**src/rtl/i2c_bus_arbiter.sv**
```systemverilog
// i2c_bus_arbiter: N-way arbiter for a shared open-drain I2C bus.
// Round-robin or fixed-priority winner selection, an enforced idle gap
// between owners, and wired-AND gating of every master's SCL/SDA drive so
// that only the current owner can pull the bus low.
// Optional build macro ARBITER_WATCHDOG_EN adds a hold-time watchdog that
// revokes an over-long grant, pulses timeout_o and locks the offender out
// until it drops its request.
module i2c_bus_arbiter #(
    parameter int REQUEST_COUNT   = 2,
    parameter int PRIORITY_MODE   = 0,
    parameter int GAP_CYCLES      = 4,
    parameter int MAX_HOLD_CYCLES = 1_000_000,
    localparam int IW = (REQUEST_COUNT > 1) ? $clog2(REQUEST_COUNT) : 1
) (
    input  logic                     clock_i,
    input  logic                     reset_i,
    input  logic [REQUEST_COUNT-1:0] request_i,
    output logic [REQUEST_COUNT-1:0] grant_o,
    output logic [IW-1:0]            grant_index_o,
    output logic                     busy_o,
    input  logic [REQUEST_COUNT-1:0] scl_output_in_i,
    input  logic [REQUEST_COUNT-1:0] sda_output_in_i,
    output logic                     scl_output_o,
    output logic                     sda_output_o,
    output logic                     timeout_o
);

    typedef enum logic [1:0] {
        ST_IDLE  = 2'd0,
        ST_GRANT = 2'd1,
        ST_GAP   = 2'd2
    } state_t;

    // Last gap-counter value before returning to IDLE (unused when GAP_CYCLES = 0).
    localparam logic [15:0] GAP_LAST = (GAP_CYCLES == 0) ? 16'd0 : 16'(GAP_CYCLES - 1);

    state_t                   state_q, state_d;
    logic [REQUEST_COUNT-1:0] grant_q, grant_d;
    logic [IW-1:0]            index_q, index_d;
    logic                     busy_q, busy_d;
    logic [IW-1:0]            ptr_q, ptr_d;
    logic [15:0]              gap_q, gap_d;

    logic [REQUEST_COUNT-1:0] lockout;
    logic [REQUEST_COUNT-1:0] eligible;
    logic                     found_any, found_hi, win_found;
    logic [IW-1:0]            idx_any, idx_hi, win_idx, ptr_next;
    logic [REQUEST_COUNT-1:0] win_onehot;
    logic                     owner_requesting;

`ifdef ARBITER_WATCHDOG_EN
    localparam logic [31:0] HOLD_LAST = 32'(MAX_HOLD_CYCLES - 1);

    logic [31:0]              hold_q, hold_d;
    logic [REQUEST_COUNT-1:0] lock_q, lock_d;
    logic                     timeout_q, timeout_d;

    assign lockout   = lock_q;
    assign timeout_o = timeout_q;
`else
    assign lockout   = '0;
    assign timeout_o = 1'b0;
`endif

    assign eligible         = request_i & ~lockout;
    assign owner_requesting = |(request_i & grant_q);

    // Winner selection: lowest eligible index overall, and lowest eligible
    // index at or above the round-robin pointer (wrap falls back to the former).
    always_comb begin
        found_any = 1'b0;
        found_hi  = 1'b0;
        idx_any   = '0;
        idx_hi    = '0;
        for (int i = REQUEST_COUNT - 1; i >= 0; i--) begin
            if (eligible[i]) begin
                found_any = 1'b1;
                idx_any   = IW'(i);
                if (i >= int'(ptr_q)) begin
                    found_hi = 1'b1;
                    idx_hi   = IW'(i);
                end
            end
        end
        win_found = found_any;
        if (PRIORITY_MODE == 1) begin
            win_idx = idx_any;
        end else begin
            win_idx = found_hi ? idx_hi : idx_any;
        end
        ptr_next = (win_idx == IW'(REQUEST_COUNT - 1)) ? '0 : win_idx + 1'b1;
        for (int i = 0; i < REQUEST_COUNT; i++) begin
            win_onehot[i] = (win_idx == IW'(i));
        end
    end

    // Next-state logic: IDLE arbitrates, GRANT holds until release (or
    // watchdog revoke), GAP enforces the idle interval between owners.
    always_comb begin
        state_d = state_q;
        grant_d = grant_q;
        index_d = index_q;
        busy_d  = busy_q;
        ptr_d   = ptr_q;
        gap_d   = gap_q;
`ifdef ARBITER_WATCHDOG_EN
        hold_d    = hold_q;
        lock_d    = lock_q & request_i;
        timeout_d = 1'b0;
`endif
        case (state_q)
            ST_IDLE: begin
                if (win_found) begin
                    grant_d = win_onehot;
                    index_d = win_idx;
                    busy_d  = 1'b1;
                    ptr_d   = ptr_next;
                    state_d = ST_GRANT;
`ifdef ARBITER_WATCHDOG_EN
                    hold_d  = '0;
`endif
                end
            end
            ST_GRANT: begin
                if (!owner_requesting) begin
                    grant_d = '0;
                    busy_d  = 1'b0;
                    gap_d   = '0;
                    state_d = (GAP_CYCLES == 0) ? ST_IDLE : ST_GAP;
                end
`ifdef ARBITER_WATCHDOG_EN
                else if (hold_q == HOLD_LAST) begin
                    // Revoke: the owner is still requesting, so lock it out.
                    lock_d    = lock_d | grant_q;
                    timeout_d = 1'b1;
                    grant_d   = '0;
                    busy_d    = 1'b0;
                    gap_d     = '0;
                    state_d   = (GAP_CYCLES == 0) ? ST_IDLE : ST_GAP;
                end else begin
                    hold_d = hold_q + 32'd1;
                end
`endif
            end
            ST_GAP: begin
                if (gap_q == GAP_LAST) begin
                    state_d = ST_IDLE;
                end else begin
                    gap_d = gap_q + 16'd1;
                end
            end
            default: state_d = ST_IDLE;
        endcase
    end

    // State and output registers; reset drops any grant immediately.
    always_ff @(posedge clock_i or posedge reset_i) begin
        if (reset_i) begin
            state_q <= ST_IDLE;
            grant_q <= '0;
            index_q <= '0;
            busy_q  <= 1'b0;
            ptr_q   <= '0;
            gap_q   <= '0;
        end else begin
            state_q <= state_d;
            grant_q <= grant_d;
            index_q <= index_d;
            busy_q  <= busy_d;
            ptr_q   <= ptr_d;
            gap_q   <= gap_d;
        end
    end

`ifdef ARBITER_WATCHDOG_EN
    // Watchdog hold counter, lockout mask and timeout pulse.
    always_ff @(posedge clock_i or posedge reset_i) begin
        if (reset_i) begin
            hold_q    <= '0;
            lock_q    <= '0;
            timeout_q <= 1'b0;
        end else begin
            hold_q    <= hold_d;
            lock_q    <= lock_d;
            timeout_q <= timeout_d;
        end
    end
`endif

    assign grant_o       = grant_q;
    assign grant_index_o = index_q;
    assign busy_o        = busy_q;

    // Per-master drive gating: a master without the grant is forced released.
    logic [REQUEST_COUNT-1:0] scl_drive, sda_drive;
    for (genvar gi = 0; gi < REQUEST_COUNT; gi++) begin : g_gate
        assign scl_drive[gi] = scl_output_in_i[gi] | ~grant_q[gi];
        assign sda_drive[gi] = sda_output_in_i[gi] | ~grant_q[gi];
    end

    assign scl_output_o = &scl_drive;
    assign sda_output_o = &sda_drive;

endmodule

```
**config.mk**
```make
export PLATFORM = sky130hd
export DESIGN_NAME = i2c_bus_arbiter
export DESIGN_NICKNAME = d
export VERILOG_FILES = /design/src/rtl/i2c_bus_arbiter.sv
export SDC_FILE = /design/constraint.sdc
export NUM_CORES = 1
export LEC_CHECK = 0
export CORE_MARGIN = 10
export CORE_UTILIZATION = 59
export DETAILED_ROUTE_END_ITERATION = 16
export PLACE_DENSITY = 0.92
export SYNTH_ARGS = -nofsm -noshare
export SYNTH_HDL_FRONTEND = slang
export SYNTH_SLANG_ARGS = --single-unit
```
**constraint.sdc**
```tcl
create_clock -name clock_i -period 3.8 [get_ports clock_i]
set_input_delay 0.76 -clock clock_i [delete_from_list [all_inputs] [get_ports clock_i]]
set_output_delay 0.76 -clock clock_i [all_outputs]
set_load 0.02 [all_outputs]
```
==> results of run 1 <==
kinds of logic after synthesis:
kind of cell	synth area share [%]
AND/OR/NAND/NOR	25.2
AO/OA/AOI/OAI	24.1
flip-flops	42.6
buffers and inverters	6.38
XOR/XNOR	0.648
adder cells (fa/ha/maj)	0.925
other	0.277
sequential cells by signal, summed over array words and instances, names as in the netlist:
register       cells
gap_q             16
grant_o            2
state_q            2
busy_o             1
grant_index_o      1
ptr_q              1
worst max-delay path: cells and delay by family:
family | cells | cell delay (ps)
compound gates | 1 | 180
buf+inv | 3 | 1120
where the power goes:
| group | internal [W] | switching (W) | total, W |
|---|---|---|---|
| clock | 0.0000393 | 0.0000758 | 0.000115 |
| sequential | 0.000245 | 0 | 0.000245 |
| combinational | 0.00000759 | 0.00000977 | 0.0000174 |
area by class of cell:
| class | count | area (um^2) | area share (%) |
|---|---|---|---|
| clock buffer | 3 | 22.5 | 1.50 |
| inverter | 9 | 38.8 | 2.59 |
| sequential | 23 | 576 | 38.4 |
| clock inverter | 1 | 5.00 | 0.334 |
| timing repair buffer | 13 | 130 | 8.69 |
| multi-input combinational | 103 | 691 | 46.1 |
| tap | 28 | 35.0 | 2.34 |
metal layers:
metal / wire length (um) / vias up / global-route usage [%] / share of wire, %
met5: 0 / - / 0 / 0
met4: 0 / 0 / 4.52 / 0
met3: 161 / 0 / 3.26 / 5.6
met2: 1510 / 31 / 23.7 / 52
met1: 1220 / 559 / 16.1 / 42
li1: - / 554 / - / -
through the flow:
| stage | instance area (um^2) | hold WS [ps] | util, % | setup slack (ps) | total power (W) |
|---|---|---|---|---|---|
| after global routing | 1500 | 523 | 68.4 | 909 | 0.000394 |
| after CTS | 1500 | 502 | 68.4 | 947 | 0.000380 |
| after floorplan | 1350 | 448 | - | 1570 | 0.000259 |
| after global placement | 1470 | 462 | 67.1 | 998 | 0.000266 |
| final | 1500 | 494 | 68.4 | 970 | 0.000377 |
| after detailed placement | 1470 | 471 | 67.1 | 960 | 0.000267 |
final timing paths:
| path | start | endpoint | slack [ps] | cells after the start |
|---|---|---|---|---|
| max reg2reg | gap_q[5] | gap_q[6] | 1450 | 5 |
| max in group asynchronous | reset_i | busy_o | 2350 | 2 |
| min | busy_o | busy_o | 490 | 2 |
| min reg2reg | busy_o | busy_o | 490 | 2 |
| min in group asynchronous | reset_i | gap_q[8] | 910 | 2 |
| max | sda_output_in_i[0] | sda_output_o | 970 | 4 |
placed cells by master (no fill, tap or decap), types with 2 or more instances in the layout:
| cell | n |
|---|---|
| clkbuf_4 | 3 |
| inv_1 | 8 |
| nor3_1 | 6 |
| nor2b_1 | 2 |
| a211o_1 | 5 |
| and3_1 | 10 |
| a21oi_1 | 5 |
| a22o_1 | 3 |
| nor2_1 | 6 |
| and2_1 | 2 |
| or4_1 | 2 |
| clkdlybuf4s50_1 | 13 |
| a31oi_1 | 2 |
| a22oi_1 | 2 |
| nand4_1 | 3 |
| o21ai_0 | 7 |
| or4_4 | 2 |
| nand3_1 | 7 |
| a21oi_2 | 2 |
| a221o_1 | 3 |
| a21boi_0 | 2 |
| nand2_1 | 12 |
| dfrtp_1 | 23 |
| and4_1 | 3 |
==> flow_summary.json, run 1 <==
{
  "status": "finished clean",
  "pin_count": 15,
  "final_cells": 180,
  "max_freq_ghz": 0.353,
  "critPathCaptureType": "output pin",
  "yosys.area.top_type": "dfrtp_1",
  "dpl.cell_count": 176,
  "async_flop_share_pct": 100,
  "die_h_um": 67.9,
  "path_clk_slew_ps": 130,
  "synth_commonest_cells": "dfrtp_1 (23), nand2_1 (12), and3_1 (10)",
  "worst_setup_path_start_kind": "input port",
  "syn2layout_area_growth_pct": 10.7,
  "cp_slowest_cell": "clkdlybuf4s50_1",
  "finalSetupViolCount": 0,
  "path_cells": "clkdlybuf4s50_1 -> inv_1 -> a22oi_1 -> clkdlybuf4s50_1",
  "grt_first_pass_wirelength_um": 5010,
  "vdd_ir_drop_max_v": 0.000260,
  "ys_ff_latch": 23,
  "cpMostUsedCell": "clkdlybuf4s50_1",
  "crit_type": "input port to output pin",
  "p_per_area_mw_per_mm2": 252,
  "cpPeakStageDelay_ps": 640,
  "initial_core_util_pct": 61.7,
  "num_vias": 1144,
  "core_mm2": 0.00219,
  "ys_warn_count": 0,
  "seq_area_frac_synth_pct": 42.6,
  "hold_violations": 0,
  "cts-resized-gates": 0,
  "drive_gt1_share_pct": 10.5,
  "syn_area_mm2": 0.00135,
  "finalCritPeriodShare_pct": 74.5,
  "cp.arrival_ps": 2070,
  "wire_per_inst_um": 16.1,
  "worstPathMaxFanout": 1,
  "setup_tns_ps": 0,
  "insertion_delay_ps": 310,
  "syn_inst": 142,
  "cp.required_ps": 3040,
  "fin_crit_ps": 2830,
  "ctsHoldBuffers": 0,
  "grt-ovfl-total": 0,
  "finalNetCount": 162,
  "fin_skew_ps": 5.65,
  "grt_pass1_vias": 1112,
  "cts_num_sinks": 23,
  "diodes": 0,
  "antenna_left": 0,
  "fillers": 175,
  "syn_area_per_cell_um2": 9.52,
  "hold_path.class": "flop to flop",
  "dr.first_iter.drc_count": 58,
  "syn_nets": 151,
  "grt_max_degree": 24,
  "drt-total-wl_um": 2890,
  "dpl.hpwl_um": 2140,
  "yosysMostFrequentCell": "dfrtp_1",
  "maxCapViolCount": 0,
  "via_per_inst": 6.36,
  "synth-edff-count": 0,
  "die_w_um": 67.9,
  "post_cts_buffers": 0,
  "row_count": 17,
  "io_buffers": 13,
  "drcViolationCount": 0,
  "yosysTopAreaCellShare_pct": 42.6,
  "gp_congestion": 0.824,
  "cts_buffer_depth": 2,
  "dr.pass1.iters": 4,
  "yosys_most_used_dff": "dfrtp_1",
  "worst_pin_slew_ps": 873,
  "report.final.slew_viol_count": 0,
  "total_leakage_power_nw": 0.710,
  "cts_root_buf": "clkbuf_4",
  "cts_buffers": 3,
  "antenna_found_initial": 0,
  "relSlewSlack_pct": 41.8,
  "synth.distinct_cells": 44,
  "dieArea_mm2": 0.00461,
  "grt_use_total_pct": 13.6,
  "htreeDepth": 1,
  "yosys-top-cells-area": "dfrtp_1 (43%), and3_1 (4.6%), nand2_1 (3.3%)",
  "tritoncts": "done",
  "rsz0062_at_grt": "no"
}
Power figures use the tool's default switching activity.
==> inputs of run 2 (changes only) <==
--- a/config.mk
+++ b/config.mk
@@ -6,9 +6,9 @@
 export NUM_CORES = 1
 export LEC_CHECK = 0
 export CORE_MARGIN = 10
-export CORE_UTILIZATION = 59
+export CORE_UTILIZATION = 55
 export DETAILED_ROUTE_END_ITERATION = 16
-export PLACE_DENSITY = 0.92
+export PLACE_DENSITY = 0.87
 export SYNTH_ARGS = -nofsm -noshare
 export SYNTH_HDL_FRONTEND = slang
 export SYNTH_SLANG_ARGS = --single-unit
==> constraint.sdc (replaced) <==
create_clock -name clock_i -period 2.69 [get_ports clock_i]
set_input_delay 0.538 -clock clock_i [delete_from_list [all_inputs] [get_ports clock_i]]
set_output_delay 0.538 -clock clock_i [all_outputs]
set_load 0.02 [all_outputs]
==> flow_summary.json, run 2 (same netlist as run 1, synthesis figures left out) <==
{
  "worstHoldStart": "busy_o",
  "setup_tns_ps": 0,
  "fin_util_pct": 67.5,
  "final_cell_mix": "dfrtp_1 (23), clkdlybuf4s50_1 (13), nand2_1 (12), and3_1 (10), inv_1 (8)",
  "drt-total-wl_um": 3220,
  "path_clk_slew_ps": 130,
  "via_per_inst": 6.45,
  "postPlaceCellArea_mm2": 0.00151,
  "diodes": 0,
  "fillers": 167,
  "worst_setup_path_start_kind": "input port",
  "status": "finished clean",
  "die_w_um": 69.6,
  "pin_count": 15,
  "power_frac_comb_pct": 5.3,
  "worstPathMaxFanout": 1,
  "grt_pass1_vias": 1179,
  "ctsHoldBuffers": 0,
  "grt-ovfl-total": 0,
  "max_freq_ghz": 0.414,
  "cts_num_sinks": 23,
  "fin_skew_ps": 2.91,
  "p_per_area_mw_per_mm2": 351,
  "num_vias": 1194,
  "largest_reg_flops": 16,
  "htreeDepth": 1,
  "r2r_start": "gap_q[0]",
  "rsz0062_at_grt": "no",
  "dr.first_iter.drc_count": 134,
  "dieArea_mm2": 0.00484,
  "finalCritPeriodShare_pct": 89.8,
  "tritoncts": "done",
  "row_count": 17,
  "finalNetCount": 167,
  "core_mm2": 0.00228,
  "gp_congestion": 0.870,
  "cts_buffers": 3,
  "cp.required_ps": 2150,
  "cpMostUsedCell": "clkdlybuf4s50_1",
  "drive_gt1_share_pct": 13.4,
  "p_sw_share_pct": 23.0,
  "cp_top_family": "buffers and inverters",
  "cp.arrival_ps": 1880,
  "clockPowerShare_pct": 30.6,
  "grt_first_pass_wirelength_um": 5390,
  "post_cts_buffers": 0,
  "antenna_found_initial": 0,
  "cp_slowest_cell": "clkdlybuf4s50_1",
  "report.final.slew_viol_count": 0,
  "p_seq_share_pct": 64.1,
  "hold_path.class": "flop to flop",
  "dpl.hpwl_um": 2370,
  "path_cells": "clkdlybuf4s50_1 -> inv_1 -> a22oi_1 -> clkdlybuf4s50_1",
  "cts_root_buf": "clkbuf_4",
  "drcViolationCount": 0,
  "die_h_um": 69.6,
  "dr.pass1.iters": 4,
  "insertion_delay_ps": 320,
  "crit_type": "input port to output pin",
  "layout_commonest_cell": "dfrtp_1",
  "syn2layout_area_growth_pct": 13.5,
  "cp-startpoint": "sda_output_in_i[0]",
  "critPathCaptureType": "output pin",
  "grt_use_total_pct": 13.1,
  "power.switching_w": 0.000124,
  "cts-resized-gates": 0,
  "final_cell_area_mm2": 0.00154,
  "cts_buffer_depth": 2,
  "worst-path-buf-inv": 3,
  "vdd_ir_drop_max_v": 0.000394,
  "total_leakage_power_nw": 0.734,
  "initial_core_util_pct": 59.4,
  "hold_violations": 0,
  "wire_per_inst_um": 17.4,
  "finalSetupViolCount": 0,
  "top_register": "gap_q",
  "antenna_left": 0,
  "maxCapViolCount": 0,
  "grt_max_degree": 24,
  "fin_crit_ps": 2420,
  "io_buffers": 13,
  "p_int_w": 0.000415,
  "cpPeakStageDelay_ps": 650
}
## run 2: cell types whose count changed in the layout (fill, tap and decap cells not counted), sizes merged
cell | before | now
buf | 0 | 5
## run 2: cell type report
cell class	instances	area (um^2)	share of cell area (%)
clock buffers	3	22.5	1.47
clock inverters	1	5.00	0.326
inverters	9	38.8	2.53
multi-input cells	103	691	45.0
flip-flops and latches	23	576	37.5
well taps	28	35.0	2.28
repair buffers	18	168	10.9
## run 2: power by group through the flow
stage | combinational [W] | sequential [W] | clock [W]
after floorplan | 0.0000138 | 0.000352 | 0
after CTS | 0.0000287 | 0.000346 | 0.000167
final | 0.0000287 | 0.000346 | 0.000165
after detailed placement | 0.0000287 | 0.000352 | 0
after global placement | 0.0000273 | 0.000352 | 0
after global routing | 0.0000314 | 0.000346 | 0.000184
## run 2: path summary, 6_finish.rpt
kind	end	slack, ps	cells past startpoint
setup reg to reg	gap_q[7]	330	5
hold / removal	busy_o	510	2
hold reg to reg	busy_o	510	2
setup / recovery	sda_output_o	270	4
min in group asynchronous	gap_q[0]	550	3
max in group asynchronous	gap_q[12]	1910	3
## run 2: per-stage QoR
stage	cells	total power [W]	setup WS (ps)	hold slack (ps)
after floorplan	142	0.000366	575	448
after global placement	181	0.000380	331	468
after detailed placement	181	0.000381	284	475
after CTS	185	0.000541	285	512
after global routing	185	0.000561	215	555
final	185	0.000539	275	508
## run 2: per-layer routing
metal	share of wire [%]	vias up	GRT usage [%]
met1	42	588	14.8
met5	0	-	0
met2	51	32	22.6
met3	4.4	8	3.71
li1	-	566	-
met4	2.4	0	5.10
## run 2: tightest hold or removal path, stage by stage (launching register included)
cell and delay (ps):
dfrtp_1 370, nand2_1 60, nand2_1 60
==> inputs of run 3 (changes only) <==
--- a/config.mk
+++ b/config.mk
@@ -5,9 +5,9 @@
 export SDC_FILE = /design/constraint.sdc
 export NUM_CORES = 1
 export LEC_CHECK = 0
-export CORE_MARGIN = 10
 export CORE_UTILIZATION = 55
 export DETAILED_ROUTE_END_ITERATION = 16
+export MAX_ROUTING_LAYER = met4
 export PLACE_DENSITY = 0.87
 export SYNTH_ARGS = -nofsm -noshare
 export SYNTH_HDL_FRONTEND = slang
==> flow_summary.json, run 3 (same netlist as run 1, synthesis figures left out) <==
{
  "status": "finished clean",
  "largest_reg_flops": 16,
  "regArea_um2": 576,
  "antenna_found_initial": 0,
  "drcViolationCount": 0,
  "max_freq_ghz": 0.416,
  "grt-ovfl-total": 0,
  "cpMostUsedCell": "clkdlybuf4s50_1",
  "grt_pass1_vias": 1172,
  "critPathCaptureType": "output pin",
  "row_count": 17,
  "dr.first_iter.drc_count": 16,
  "worst_setup_path_start_kind": "input port",
  "drive_gt1_share_pct": 13.4,
  "final_cell_mix": "dfrtp_1 (23), clkdlybuf4s50_1 (13), nand2_1 (12), and3_1 (10), inv_1 (8)",
  "cts_buffer_depth": 2,
  "met3_usage_pct": 2.63,
  "post_cts_buffers": 0,
  "vdd_ir_drop_max_v": 0.000349,
  "diodes": 0,
  "antenna_left": 0,
  "finalSetupViolCount": 0,
  "hold_path.class": "flop to flop",
  "use_met1_pct": 34.0,
  "p_per_area_mw_per_mm2": 349,
  "dr.pass1.iters": 4,
  "rsz0062_at_grt": "no",
  "worstPathMaxFanout": 1,
  "grt_use_total_pct": 27.3,
  "layout_commonest_cell": "dfrtp_1",
  "multiInputGateArea_um2": 691,
  "r2r_cells": 5,
  "worstHoldStart": "busy_o",
  "crit_type": "input port to output pin",
  "grt_first_pass_wirelength_um": 5220,
  "syn2layout_area_growth_pct": 13.5,
  "cts_num_sinks": 23,
  "fin_crit_ps": 2400,
  "die_h_um": 51.6,
  "cts_root_buf": "clkbuf_4",
  "dpl.cell_count": 181,
  "cts-resized-gates": 0,
  "num_vias": 1160,
  "grt_max_degree": 24,
  "core_mm2": 0.00225,
  "hold_violations": 0,
  "via_per_inst": 6.27,
  "pin_count": 15,
  "io_buffers": 13,
  "wire_per_inst_um": 15.9,
  "gp_congestion": 0.881,
  "report.final.slew_viol_count": 0,
  "die_w_um": 51.6,
  "path_clk_slew_ps": 130,
  "initial_core_util_pct": 60.0,
  "cts_buffers": 3,
  "cp.required_ps": 2150,
  "maxCapViolCount": 0,
  "dpl.hpwl_um": 2150,
  "top_register": "gap_q",
  "final_cells": 185,
  "finalCritPeriodShare_pct": 89.3,
  "r2r_start": "gap_q[0]",
  "insertion_delay_ps": 310,
  "ctsHoldBuffers": 0,
  "fillers": 193,
  "busiest_layer": "met2",
  "reg2reg_setup_slack_ps": 380,
  "finalNetCount": 167,
  "htreeDepth": 1,
  "tritoncts": "done",
  "fin_skew_ps": 10.3,
  "cp_slowest_cell": "clkdlybuf4s50_1",
  "cp.arrival_ps": 1860,
  "cpPeakStageDelay_ps": 650,
  "gr-usage-met2_pct": 45.0,
  "r2r_end": "gap_q[7]",
  "total_leakage_power_nw": 0.734,
  "dieArea_mm2": 0.00266,
  "setup_tns_ps": 0,
  "drt-total-wl_um": 2940,
  "crit_end": "sda_output_o",
  "cp-startpoint": "sda_output_in_i[0]",
  "path_cells": "clkdlybuf4s50_1 -> inv_1 -> a22oi_1 -> clkdlybuf4s50_1"
}
## run 3: critical path: cells and delay by family
| family | cells | cell delay [ps] |
|---|---|---|
| AO/OA/AOI/OAI | 1 | 170 |
| buffers and inverters | 3 | 1150 |
## run 3: how the worst min path moves through the flow
stage	end	slack, ps	cells past startpoint
5_1_grt	gap_q[15]	530	1
3_3_place_gp	busy_o	470	2
3_5_place_dp	busy_o	480	2
2_1_floorplan	gap_q[15]	450	1
6_report	busy_o	510	2
4_1_cts	busy_o	510	2
## run 3: layer usage
metal | vias to the layer above | wire, um | part of all wire, %
li1 | 566 | - | -
met1 | 577 | 1370 | 47
met2 | 13 | 1470 | 50
met3 | 4 | 58 | 2.0
met4 | 0 | 33 | 1.1
met5 | - | 0 | 0
## run 3: layout make-up
type                       count  share of cell area [%]
multi-input combinational    103                    45.0
sequential                    23                    37.5
timing repair buffer          18                    10.9
inverter                       9                    2.53
tap                           28                    2.28
clock buffer                   3                    1.47
clock inverter                 1                   0.326
## run 3: where the power goes
part | internal (W) | leakage (nW) | total (W) | switching, W
Sequential | 0.000346 | 0.270 | 0.000346 | 0
Combinational | 0.0000136 | 0.447 | 0.0000283 | 0.0000147
Clock | 0.0000556 | 0.0177 | 0.000162 | 0.000106
Total | 0.000415 | 0.734 | 0.000536 | 0.000121
## run 3: per-stage QoR
step / hold slack (ps) / power, W / cell area, um^2 / utilization (%) / worst slack [ps]
after floorplan: 448 / 0.000366 / 1350 / - / 575
after global placement: 467 / 0.000380 / 1510 / 66.9 / 340
after detailed placement: 477 / 0.000381 / 1510 / 66.9 / 287
after CTS: 515 / 0.000543 / 1540 / 68.1 / 291
after global routing: 527 / 0.000552 / 1540 / 68.1 / 233
final: 510 / 0.000536 / 1540 / 68.1 / 289
